$ cat src/rtl/cam_pkg.sv
// Shared types for the camera capture block: FSM state encoding and the frame summary record.
package cam_pkg;

    typedef enum logic [1:0] {
        SYNC  = 2'd0,
        IDLE  = 2'd1,
        FRAME = 2'd2
    } cam_state_t;

    localparam int CAM_INFO_W = 16;

    // Frame geometry/error summary, sized for the largest supported sensor.
    typedef struct packed {
        logic [CAM_INFO_W-1:0] cols;
        logic [CAM_INFO_W-1:0] rows;
        logic                  err_line_len;
        logic                  err_nibble;
    } cam_frame_info_t;

endpackage

$ cat src/rtl/cam_nibble_pack.sv
// Joins two consecutive half-width nibbles (MS nibble first) into one pixel.
module cam_nibble_pack
    import cam_pkg::*;
#(
    parameter int WIDTH = 8
) (
    input  logic               clk,
    input  logic               rst_n,
    input  logic               in_vld,
    input  logic [WIDTH/2-1:0] nib,
    input  logic               line_clr,
    output logic               out_vld,
    output logic [WIDTH-1:0]   out_pix,
    output logic               odd_err
);

    logic               phase_r;
    logic [WIDTH/2-1:0] hold_r;

    // Phase flop and MS-nibble holding register; a line boundary realigns the phase.
    always_ff @(posedge clk or negedge rst_n) begin
        if (!rst_n) begin
            phase_r <= 1'b0;
            hold_r  <= {(WIDTH/2){1'b0}};
        end else if (line_clr) begin
            phase_r <= 1'b0;
        end else if (in_vld) begin
            phase_r <= ~phase_r;
            if (!phase_r) begin
                hold_r <= nib;
            end
        end
    end

    // A pixel completes on the second nibble; a boundary while half-full is an error.
    always_comb begin
        out_vld = in_vld & phase_r;
        out_pix = {hold_r, nib};
        odd_err = line_clr & phase_r;
    end

endmodule

$ cat src/rtl/cam_capture.sv
// Parallel camera receiver: samples pixel/vsync/hsync, packs nibbles, measures frame geometry.
// Optional window cropping is enabled by defining CAM_CAPTURE_CROP_EN.
module cam_capture
    import cam_pkg::*;
#(
    parameter string FOUR_BITS = "FALSE",
    parameter int    WIDTH     = 8,
    parameter int    MAX_COLS  = 1000,
    parameter int    MAX_ROWS  = 1000,
    parameter int    COL_W     = $clog2(MAX_COLS + 1),
    parameter int    ROW_W     = $clog2(MAX_ROWS + 1)
) (
    input  logic             clk,
    input  logic             rst_n,
    input  logic             enable,
    input  logic [WIDTH-1:0] cam_pixel,
    input  logic             cam_vsync,
    input  logic             cam_hsync,
`ifdef CAM_CAPTURE_CROP_EN
    input  logic [COL_W-1:0] crop_x0,
    input  logic [COL_W-1:0] crop_x1,
    input  logic [ROW_W-1:0] crop_y0,
    input  logic [ROW_W-1:0] crop_y1,
`endif
    output logic [WIDTH-1:0] pix_data,
    output logic             pix_valid,
    output logic             pix_sof,
    output logic             line_end,
    output logic             frame_end,
    output logic [COL_W-1:0] frame_cols,
    output logic [ROW_W-1:0] frame_rows,
    output logic             err_line_len,
    output logic             err_nibble,
    output logic             busy
);

    localparam logic [COL_W-1:0] MAX_C = COL_W'(MAX_COLS);
    localparam logic [ROW_W-1:0] MAX_R = ROW_W'(MAX_ROWS);

    cam_state_t       state_r, state_nxt_s;
    logic [WIDTH-1:0] s_pix_r;
    logic             s_vs_r, s_hs_r, vs_d_r, hs_d_r;
    logic             vs_rise_s, vs_fall_s, hs_fall_s, in_frame_s, accept_s, start_s;
    logic             pk_vld_s, odd_err_s;
    logic [WIDTH-1:0] pk_pix_s;
    logic [COL_W-1:0] col_cnt_r, frame_cols_r;
    logic [ROW_W-1:0] row_cnt_r, rows_nxt_s, frame_rows_r;
    logic             first_line_r, sof_pend_r;
    logic             col_full_s, emit_s, drop_s, line_done_s, len_bad_s;
    logic             col_win_s, row_win_s, out_vld_s;
    logic [WIDTH-1:0] pix_data_r;
    logic             pix_valid_r, pix_sof_r, line_end_r, frame_end_r;
    logic             err_len_r, err_nib_r, busy_r;
`ifdef CAM_CAPTURE_CROP_EN
    logic [COL_W-1:0] x0_r, x1_r;
    logic [ROW_W-1:0] y0_r, y1_r;
`endif

    // Input stage; vsync copies reset high so a frame already in progress is never seen as a rise.
    always_ff @(posedge clk or negedge rst_n) begin
        if (!rst_n) begin
            s_pix_r <= {WIDTH{1'b0}};
            s_vs_r  <= 1'b1;
            vs_d_r  <= 1'b1;
            s_hs_r  <= 1'b0;
            hs_d_r  <= 1'b0;
        end else begin
            s_pix_r <= cam_pixel;
            s_vs_r  <= cam_vsync;
            vs_d_r  <= s_vs_r;
            s_hs_r  <= cam_hsync;
            hs_d_r  <= s_hs_r;
        end
    end

    // Edge detection and frame-state next-state logic.
    always_comb begin
        vs_rise_s   = s_vs_r & ~vs_d_r;
        vs_fall_s   = ~s_vs_r & vs_d_r;
        hs_fall_s   = ~s_hs_r & hs_d_r;
        in_frame_s  = (state_r == FRAME);
        accept_s    = in_frame_s & s_vs_r & s_hs_r;
        start_s     = (state_r == IDLE) & vs_rise_s & enable;
        state_nxt_s = state_r;
        case (state_r)
            SYNC:    if (!s_vs_r) state_nxt_s = IDLE; else state_nxt_s = SYNC;
            IDLE:    if (vs_rise_s) state_nxt_s = enable ? FRAME : SYNC; else state_nxt_s = IDLE;
            FRAME:   if (vs_fall_s) state_nxt_s = IDLE; else state_nxt_s = FRAME;
            default: state_nxt_s = SYNC;
        endcase
    end

    // Frame state register.
    always_ff @(posedge clk or negedge rst_n) begin
        if (!rst_n) begin
            state_r <= SYNC;
        end else begin
            state_r <= state_nxt_s;
        end
    end

    generate
        if (FOUR_BITS == "TRUE") begin : g_four
            cam_nibble_pack #(.WIDTH(WIDTH)) u_pack (
                .clk      (clk),
                .rst_n    (rst_n),
                .in_vld   (accept_s),
                .nib      (s_pix_r[WIDTH/2-1:0]),
                .line_clr (hs_fall_s | vs_fall_s),
                .out_vld  (pk_vld_s),
                .out_pix  (pk_pix_s),
                .odd_err  (odd_err_s)
            );
        end else begin : g_eight
            assign pk_vld_s  = accept_s;
            assign pk_pix_s  = s_pix_r;
            assign odd_err_s = 1'b0;
        end
    endgenerate

    // Pixel accounting, line length checking and output window gating.
    always_comb begin
        col_full_s  = (col_cnt_r == MAX_C);
        emit_s      = pk_vld_s & ~col_full_s;
        drop_s      = pk_vld_s & col_full_s;
        line_done_s = in_frame_s & hs_fall_s & (col_cnt_r != {COL_W{1'b0}});
        len_bad_s   = line_done_s & ~first_line_r & (col_cnt_r != frame_cols_r);
        if (line_done_s && (row_cnt_r != MAX_R)) begin
            rows_nxt_s = row_cnt_r + ROW_W'(1);
        end else begin
            rows_nxt_s = row_cnt_r;
        end
`ifdef CAM_CAPTURE_CROP_EN
        col_win_s = (col_cnt_r >= x0_r) && (col_cnt_r <= x1_r);
        row_win_s = (row_cnt_r >= y0_r) && (row_cnt_r <= y1_r);
`else
        col_win_s = 1'b1;
        row_win_s = 1'b1;
`endif
        out_vld_s = emit_s & col_win_s & row_win_s;
    end

    // Column/row counters and line-0 geometry capture.
    always_ff @(posedge clk or negedge rst_n) begin
        if (!rst_n) begin
            col_cnt_r    <= {COL_W{1'b0}};
            row_cnt_r    <= {ROW_W{1'b0}};
            frame_cols_r <= {COL_W{1'b0}};
            first_line_r <= 1'b1;
        end else if (start_s) begin
            col_cnt_r    <= {COL_W{1'b0}};
            row_cnt_r    <= {ROW_W{1'b0}};
            first_line_r <= 1'b1;
        end else begin
            if (hs_fall_s) begin
                col_cnt_r <= {COL_W{1'b0}};
            end else if (emit_s) begin
                col_cnt_r <= col_cnt_r + COL_W'(1);
            end
            row_cnt_r <= rows_nxt_s;
            if (line_done_s) begin
                first_line_r <= 1'b0;
            end
            if (line_done_s && first_line_r) begin
                frame_cols_r <= col_cnt_r;
            end
        end
    end

`ifdef CAM_CAPTURE_CROP_EN
    // Crop window is frozen for the whole frame at frame start.
    always_ff @(posedge clk or negedge rst_n) begin
        if (!rst_n) begin
            x0_r <= {COL_W{1'b0}};
            x1_r <= {COL_W{1'b0}};
            y0_r <= {ROW_W{1'b0}};
            y1_r <= {ROW_W{1'b0}};
        end else if (start_s) begin
            x0_r <= crop_x0;
            x1_r <= crop_x1;
            y0_r <= crop_y0;
            y1_r <= crop_y1;
        end
    end
`endif

    // Registered stream outputs, markers and sticky error flags (cleared by the next start of frame).
    always_ff @(posedge clk or negedge rst_n) begin
        if (!rst_n) begin
            pix_data_r   <= {WIDTH{1'b0}};
            pix_valid_r  <= 1'b0;
            pix_sof_r    <= 1'b0;
            line_end_r   <= 1'b0;
            frame_end_r  <= 1'b0;
            frame_rows_r <= {ROW_W{1'b0}};
            err_len_r    <= 1'b0;
            err_nib_r    <= 1'b0;
            sof_pend_r   <= 1'b0;
            busy_r       <= 1'b0;
        end else begin
            if (out_vld_s) begin
                pix_data_r <= pk_pix_s;
            end
            pix_valid_r <= out_vld_s;
            pix_sof_r   <= out_vld_s & sof_pend_r;
            line_end_r  <= line_done_s & row_win_s;
            frame_end_r <= in_frame_s & vs_fall_s;
            busy_r      <= (state_nxt_s == FRAME);
            if (in_frame_s && vs_fall_s) begin
                frame_rows_r <= rows_nxt_s;
            end
            if (start_s) begin
                sof_pend_r <= 1'b1;
            end else if (out_vld_s) begin
                sof_pend_r <= 1'b0;
            end
            if (out_vld_s && sof_pend_r) begin
                err_len_r <= 1'b0;
                err_nib_r <= 1'b0;
            end else begin
                if (drop_s || len_bad_s) err_len_r <= 1'b1;
                if (in_frame_s && odd_err_s) err_nib_r <= 1'b1;
            end
        end
    end

    assign pix_data     = pix_data_r;
    assign pix_valid    = pix_valid_r;
    assign pix_sof      = pix_sof_r;
    assign line_end     = line_end_r;
    assign frame_end    = frame_end_r;
    assign frame_cols   = frame_cols_r;
    assign frame_rows   = frame_rows_r;
    assign err_line_len = err_len_r;
    assign err_nibble   = err_nib_r;
    assign busy         = busy_r;

endmodule
$ cat config.mk
export PLATFORM = sky130hd
export DESIGN_NAME = cam_capture
export DESIGN_NICKNAME = d
export VERILOG_FILES = /design/src/rtl/cam_pkg.sv /design/src/rtl/cam_nibble_pack.sv /design/src/rtl/cam_capture.sv
export SDC_FILE = /design/constraint.sdc
export NUM_CORES = 1
export LEC_CHECK = 0
export ABC_AREA = 1
export CAP_MARGIN = 30
export CORE_MARGIN = 10
export CORE_UTILIZATION = 36
export DETAILED_ROUTE_END_ITERATION = 10
export MAX_ROUTING_LAYER = met4
export SYNTH_ARGS = -nofsm -noshare
export SYNTH_HDL_FRONTEND = slang
export SYNTH_HIERARCHICAL = 1
export SYNTH_SLANG_ARGS = --single-unit
$ cat constraint.sdc
create_clock -name clk -period 3.6 [get_ports clk]
set_input_delay 0.72 -clock clk [delete_from_list [all_inputs] [get_ports clk]]
set_output_delay 0.72 -clock clk [all_outputs]
set_load 0.1 [all_outputs]
Word level (Yosys, flattened, before mapping)
Cells that the tools add are included.
W data, S select, Z words.

operators by class
  add/sub/neg operators = 2
  equal/unequal tests = 6
  muxes and demuxes = 16
  bitwise gates (word level) = 21
  reductions and logical operators = 12

operators with widths
  cell                     number
  $mux W10                 5
  $add A10 B1 Y10 const B  2
  $and A1 B1 Y1            15
  $eq A10 B10 Y1 const B   1
  $ne A10 B10 Y1           1
  $ne A10 B10 Y1 const B   1
  $reduce_bool A10 Y1      1
  $mux W1                  7
  $mux W2                  3
  $not A1 Y1               6
  $pmux W2 S3              1
  $reduce_bool A2 Y1       3
  $eq A2 B2 Y1 const B     2
  $logic_and A1 B1 Y1      4
  $reduce_bool A3 Y1       1
  $eq A2 B1 Y1 const B     1
  $logic_not A2 Y1         1
  $reduce_and A2 Y1        1
  $logic_or A1 B1 Y1       1

word-level totals
  flip-flop bits (word level) = 70
  bits of input ports = 13
  output and inout bits = 35
  logic and storage cells = 76

Logic depth before layout (Yosys ltp)
  depth after elaboration = 9
  depth in mapped cells = 11
  depth with buffers taken out = 11

Worst setup path after synthesis
Ideal clock, no wire load.

  path kind = reg2reg
  from = register frame_cols_r[2], in the netlist frame_cols[2]
  to = register err_len_r, in the netlist err_line_len
  setup time = 125 ps
  arrival = 1573 ps
  required time = 3475 ps
  slack = 1902 ps
  cell stages (with the launch flop) = 10
  buffers on the path = 0
  clock period less this slack = 1698 ps
  path through = dfrtp_1 -> inv_1 -> nand2_1 -> nand2_1 -> nor2_1 -> nand2_1 -> nor2_1 -> nand2_1 -> nand2_1 -> a21oi_2

on the way
  cells in the longest elaborated chain, start to end = 4

ends and longest elaborated chain
  item                          line                RTL
  start: declaration            cam_capture.sv:46   logic [COL_W-1:0] col_cnt_r, frame_cols_r;
  start signal: assignment      cam_capture.sv:148  frame_cols_r <= {COL_W{1'b0}};
  start signal: assignment      cam_capture.sv:165  frame_cols_r <= col_cnt_r;
  $ne A10 B10 Y1                cam_capture.sv:127  len_bad_s = line_done_s & ~first_line_r & (col_cnt_r != frame_cols_r);
  $and A1 B1 Y1                 cam_capture.sv:127
  $logic_or A1 B1 Y1            cam_capture.sv:221  if (drop_s || len_bad_s) err_len_r <= 1'b1;
  $reduce_bool A2 Y1 (no line)  -
  end signal: assignment        cam_capture.sv:196  err_len_r <= 1'b0;
  end signal: assignment        cam_capture.sv:218  err_len_r <= 1'b0;
  end signal: assignment        cam_capture.sv:221
  end: declaration              cam_capture.sv:53   logic err_len_r, err_nib_r, busy_r;

No other way between the ends.
A chain may end at the register's enable or synchronous reset.

Worst setup path after layout
  from = register err_len_r, in the netlist err_line_len
  to = output port err_line_len

RTL lines
  item              line               RTL
  end: declaration  cam_capture.sv:32  output logic err_line_len,

No word-level cell between the ends.

==> reports/results.txt <==
Outcome = completed
Slew @ Worst Pin = 0.9918 ns
# IOs = 48
Max Used Layer = met4
Initial core utilization = 0.3682
Initial antenna violation count = 0
DP Wirelength = 5276 um
Largest net degree at the start of global routing = 71
R2R setup slack = 1.86 ns
Post-place setup slack = 1.364 ns
Drt total wl = 7283 um
WS Path Type = register to output port
Startpoint types = register
Routed length on met3 = 373 um
Clock slew at reported path FFs = 0.08 ns
Hold path depth = 0
Relative slew slack = 0.3367
Row cnt = 35
Vias per cell = 4.643
Multi-input logic area = 1380 sq um
CTS tree = built
Average size of a mapped cell = 8.401 sq um
Post-synth EDFFs = 0
Core area = 9196 sq um
DP Cell Count = 553
Detailed-route wire length on metal 1 = 3538 um
Fin nets = 470
Yosys warns = 6
Slowest cell on crit path = clkdlybuf4s50_1
Net Count, Synth = 420
Synth async-reset ratio = 1.000
Seq. cell area = 1755 sq um
Fin. Hold Viols = 0
# fillers = 912
Post-cts sizing count = 0
Setup bufs post-CTS = 0
First-pass GRT wire length = 12390 um
Die height = 117.0 um
Synth Flop Type = dfrtp_1
Chip width = 117.0 um
# setup viols final = 0
Vias = 2642
H-tree depth = 3
Tightest Hold Check Type = register to register
Fraction of layout instances using a drive strength above 1 = 0.1157
Worst path cell trace = clkdlybuf4s50_1
Minimum clock period = 2.600 ns
Setup TNS = 0 ns
Setup WS post-layout = 1.000 ns
PortBufs = 46
Max Buffers Root-to-Sink = 2
WHS Endpoint = vs_d_r
DR iter-0 viols = 155
Finished Layout Cells = 569
Grt ovf = 0
Cts hold-fix bufs = 0
Synth-to-Final Area Change = 21.77%
Peak fanout along the critical path = 2
Routed met2 length = 3230 um
HP Start = s_vs_r
Design area = 4123 sq um
Mapped Area = 3386 sq um
RSZ-0062 raised after global routing = no
RR Startpoint = vs_d_r
Final ANT Viol Nets = 0
Cell Area, Placed = 3921 sq um
Worst clock skew = 0.01026 ns
Worst reg-to-reg path cell count = 6
Peak VDD IR = 0.0004092 V
CP delay by family, top = buffers and inverters
Number of remaining DRC errors = 0
Sink Count = 70
Post-synthesis sequential area ratio = 0.5185
Slew Viols, Final = 0
FF+latch count, synth = 70
CTS Buf Count = 9
Pwr dens = 602.6 nW/um^2
Mapped Cells = 403
Max-Cap Viols = 0
Global Route Usage Sum = 0.1175
Worst setup EP type = output port
Antenna diodes = 0
F_max = 384.6 MHz
Leakage = 2.006 nW
Beginning of the critical path = err_line_len
Die area = 13680 sq um
Netlist cell types = 37
Fin crit share = 0.7222
Data arrival, critical path = 1.88 ns
1st-pass router iterations = 4
Critical Path RT = 2.88 ns
Vias in the first global route = 2598
Max stage delay on crit path = 1.15 ns
Drt wl/cell = 12.80 um
Clock latency on the worst-skew pair = 0.35 ns
RR Endpoint = frame_rows[8]
CP Buf/Inv Count = 1
Placer congestion estimate = 0.8321
Root Buffer Master = clkbuf_8
==> layer usage <==
| metal | vias to the layer above | global-route usage |
|---|---|---|
| met2 | 47 | 0.1744 |
| met3 | 12 | 0.03262 |
| met5 | - | - |
| met4 | 0 | 0.05189 |
| met1 | 1234 | 0.1470 |
| li1 | 1349 | - |
==> flip-flops by register name, summed over array words and instances (netlist names) <==
register / cells
frame_end: 1
frame_cols: 10
err_line_len: 1
frame_rows: 10
pk_pix_s: 8
s_vs_r: 1
busy: 1
pix_valid: 1
col_cnt_r: 10
sof_pend_r: 1
vs_d_r: 1
line_end: 1
pix_sof: 1
pix_data: 8
state_r: 2
row_cnt_r: 10
s_hs_r: 1
hs_d_r: 1
first_line_r: 1
==> placed cells by master, fill, tap and decap left out, types with 2 or more instances in the layout <==
cell type        Yosys  final
nand2_1            152    152
dfrtp_1             67     67
clkdlybuf4s50_1      0     45
inv_1               43     43
nor2_1              36     36
nand3_1             16     16
a21oi_1             11     11
o21ai_0             10     10
o21ai_2              9      9
clkbuf_8             0      9
nand4_1              4      4
xor2_1               4      4
xnor2_1              4      4
a21oi_2              4      4
ha_1                 4      4
inv_6                0      4
nand2_4              3      3
nor3_1               3      3
o21a_1               3      3
dfstp_2              3      3
nand2_2              2      2
nor2_2               2      2
nor2_4               2      2
clkinv_2             1      2
buf_4                1      2
==> where the power goes <==
| part | total, mW | internal [mW] | switching (mW) |
|---|---|---|---|
| logic | 0.889 | 0.199 | 0.690 |
| clock network | 0.654 | 0.328 | 0.325 |
| registers | 0.941 | 0.880 | 0.0607 |
==> per-stage QoR <==
stage	hold slack, ns	total power, mW	util
final	0.3976	2.484	0.4483
after global routing	0.4086	2.606	0.4483
after CTS	0.3965	2.515	0.4483
after detailed placement	0.3849	1.855	0.4264
after global placement	0.3832	1.849	0.4264
after floorplan	0.3724	1.625	-
==> cells in the mapped netlist (2+ instances only) <==
cell type / instances / area (sq um)
buf_6: 3 / 33.78
dfrtp_1: 67 / 1677
ha_1: 4 / 50.05
xor2_1: 4 / 35.03
nor2_1: 36 / 135.1
o21ai_2: 9 / 78.83
nand2_2: 2 / 12.51
buf_2: 2 / 10.01
dfstp_2: 3 / 78.83
o21ai_0: 10 / 50.05
xnor2_1: 4 / 35.03
nand2_4: 3 / 33.78
nand2_1: 152 / 570.6
o21a_1: 3 / 22.52
a21oi_1: 11 / 55.05
a21oi_2: 4 / 35.03
nor2_4: 2 / 22.52
nor3_1: 3 / 15.01
nand3_1: 16 / 80.08
inv_1: 43 / 161.4
clkbuf_1: 2 / 7.510
nand4_1: 4 / 25.02
nor2_2: 2 / 12.51
==> worst register-to-register path, stage by stage (launching register included) <==
cell and delay [ns]:
dfstp_2 0.52, inv_1 0.05, nor2_1 0.15, nand2_1 0.31, inv_1 0.41, nand2_1 0.15, nand2_1 0.08
==> worst max-delay path by stage <==
stage	endpoint	slack, ns	cells past startpoint
6_report	err_line_len	1.00	1
5_1_grt	frame_rows[3]	0.94	1
4_1_cts	frame_cols[7]	0.98	1
3_5_place_dp	frame_cols[5]	1.36	1
3_3_place_gp	frame_cols[5]	1.38	1
2_1_floorplan	err_line_len	1.90	9
==> layout make-up <==
cell class,instances,area share
multi-input cells,278,0.3347
flip-flops and latches,70,0.4258
inverters,46,0.04279
clock inverters,7,0.01882
well taps,111,0.03369
repair buffers,48,0.1141
clock buffers,9,0.03005
==> cell families (layout without fill, tap and decap cells) <==
| family | Yosys count | count (layout) | synth area share |
|---|---|---|---|
| AOI/OAI and AO/OA | 41 | 41 | 0.08352 |
| xor gates and xnor gates | 8 | 8 | 0.02069 |
| adders and majority gates | 4 | 4 | 0.01478 |
| buffers and inverters | 55 | 110 | 0.07391 |
| DFF | 70 | 70 | 0.5185 |
| other | 1 | 1 | 0.001108 |
| and+or+nand+nor | 224 | 224 | 0.2875 |
No activity file was read; power rests on OpenSTA's default activity.
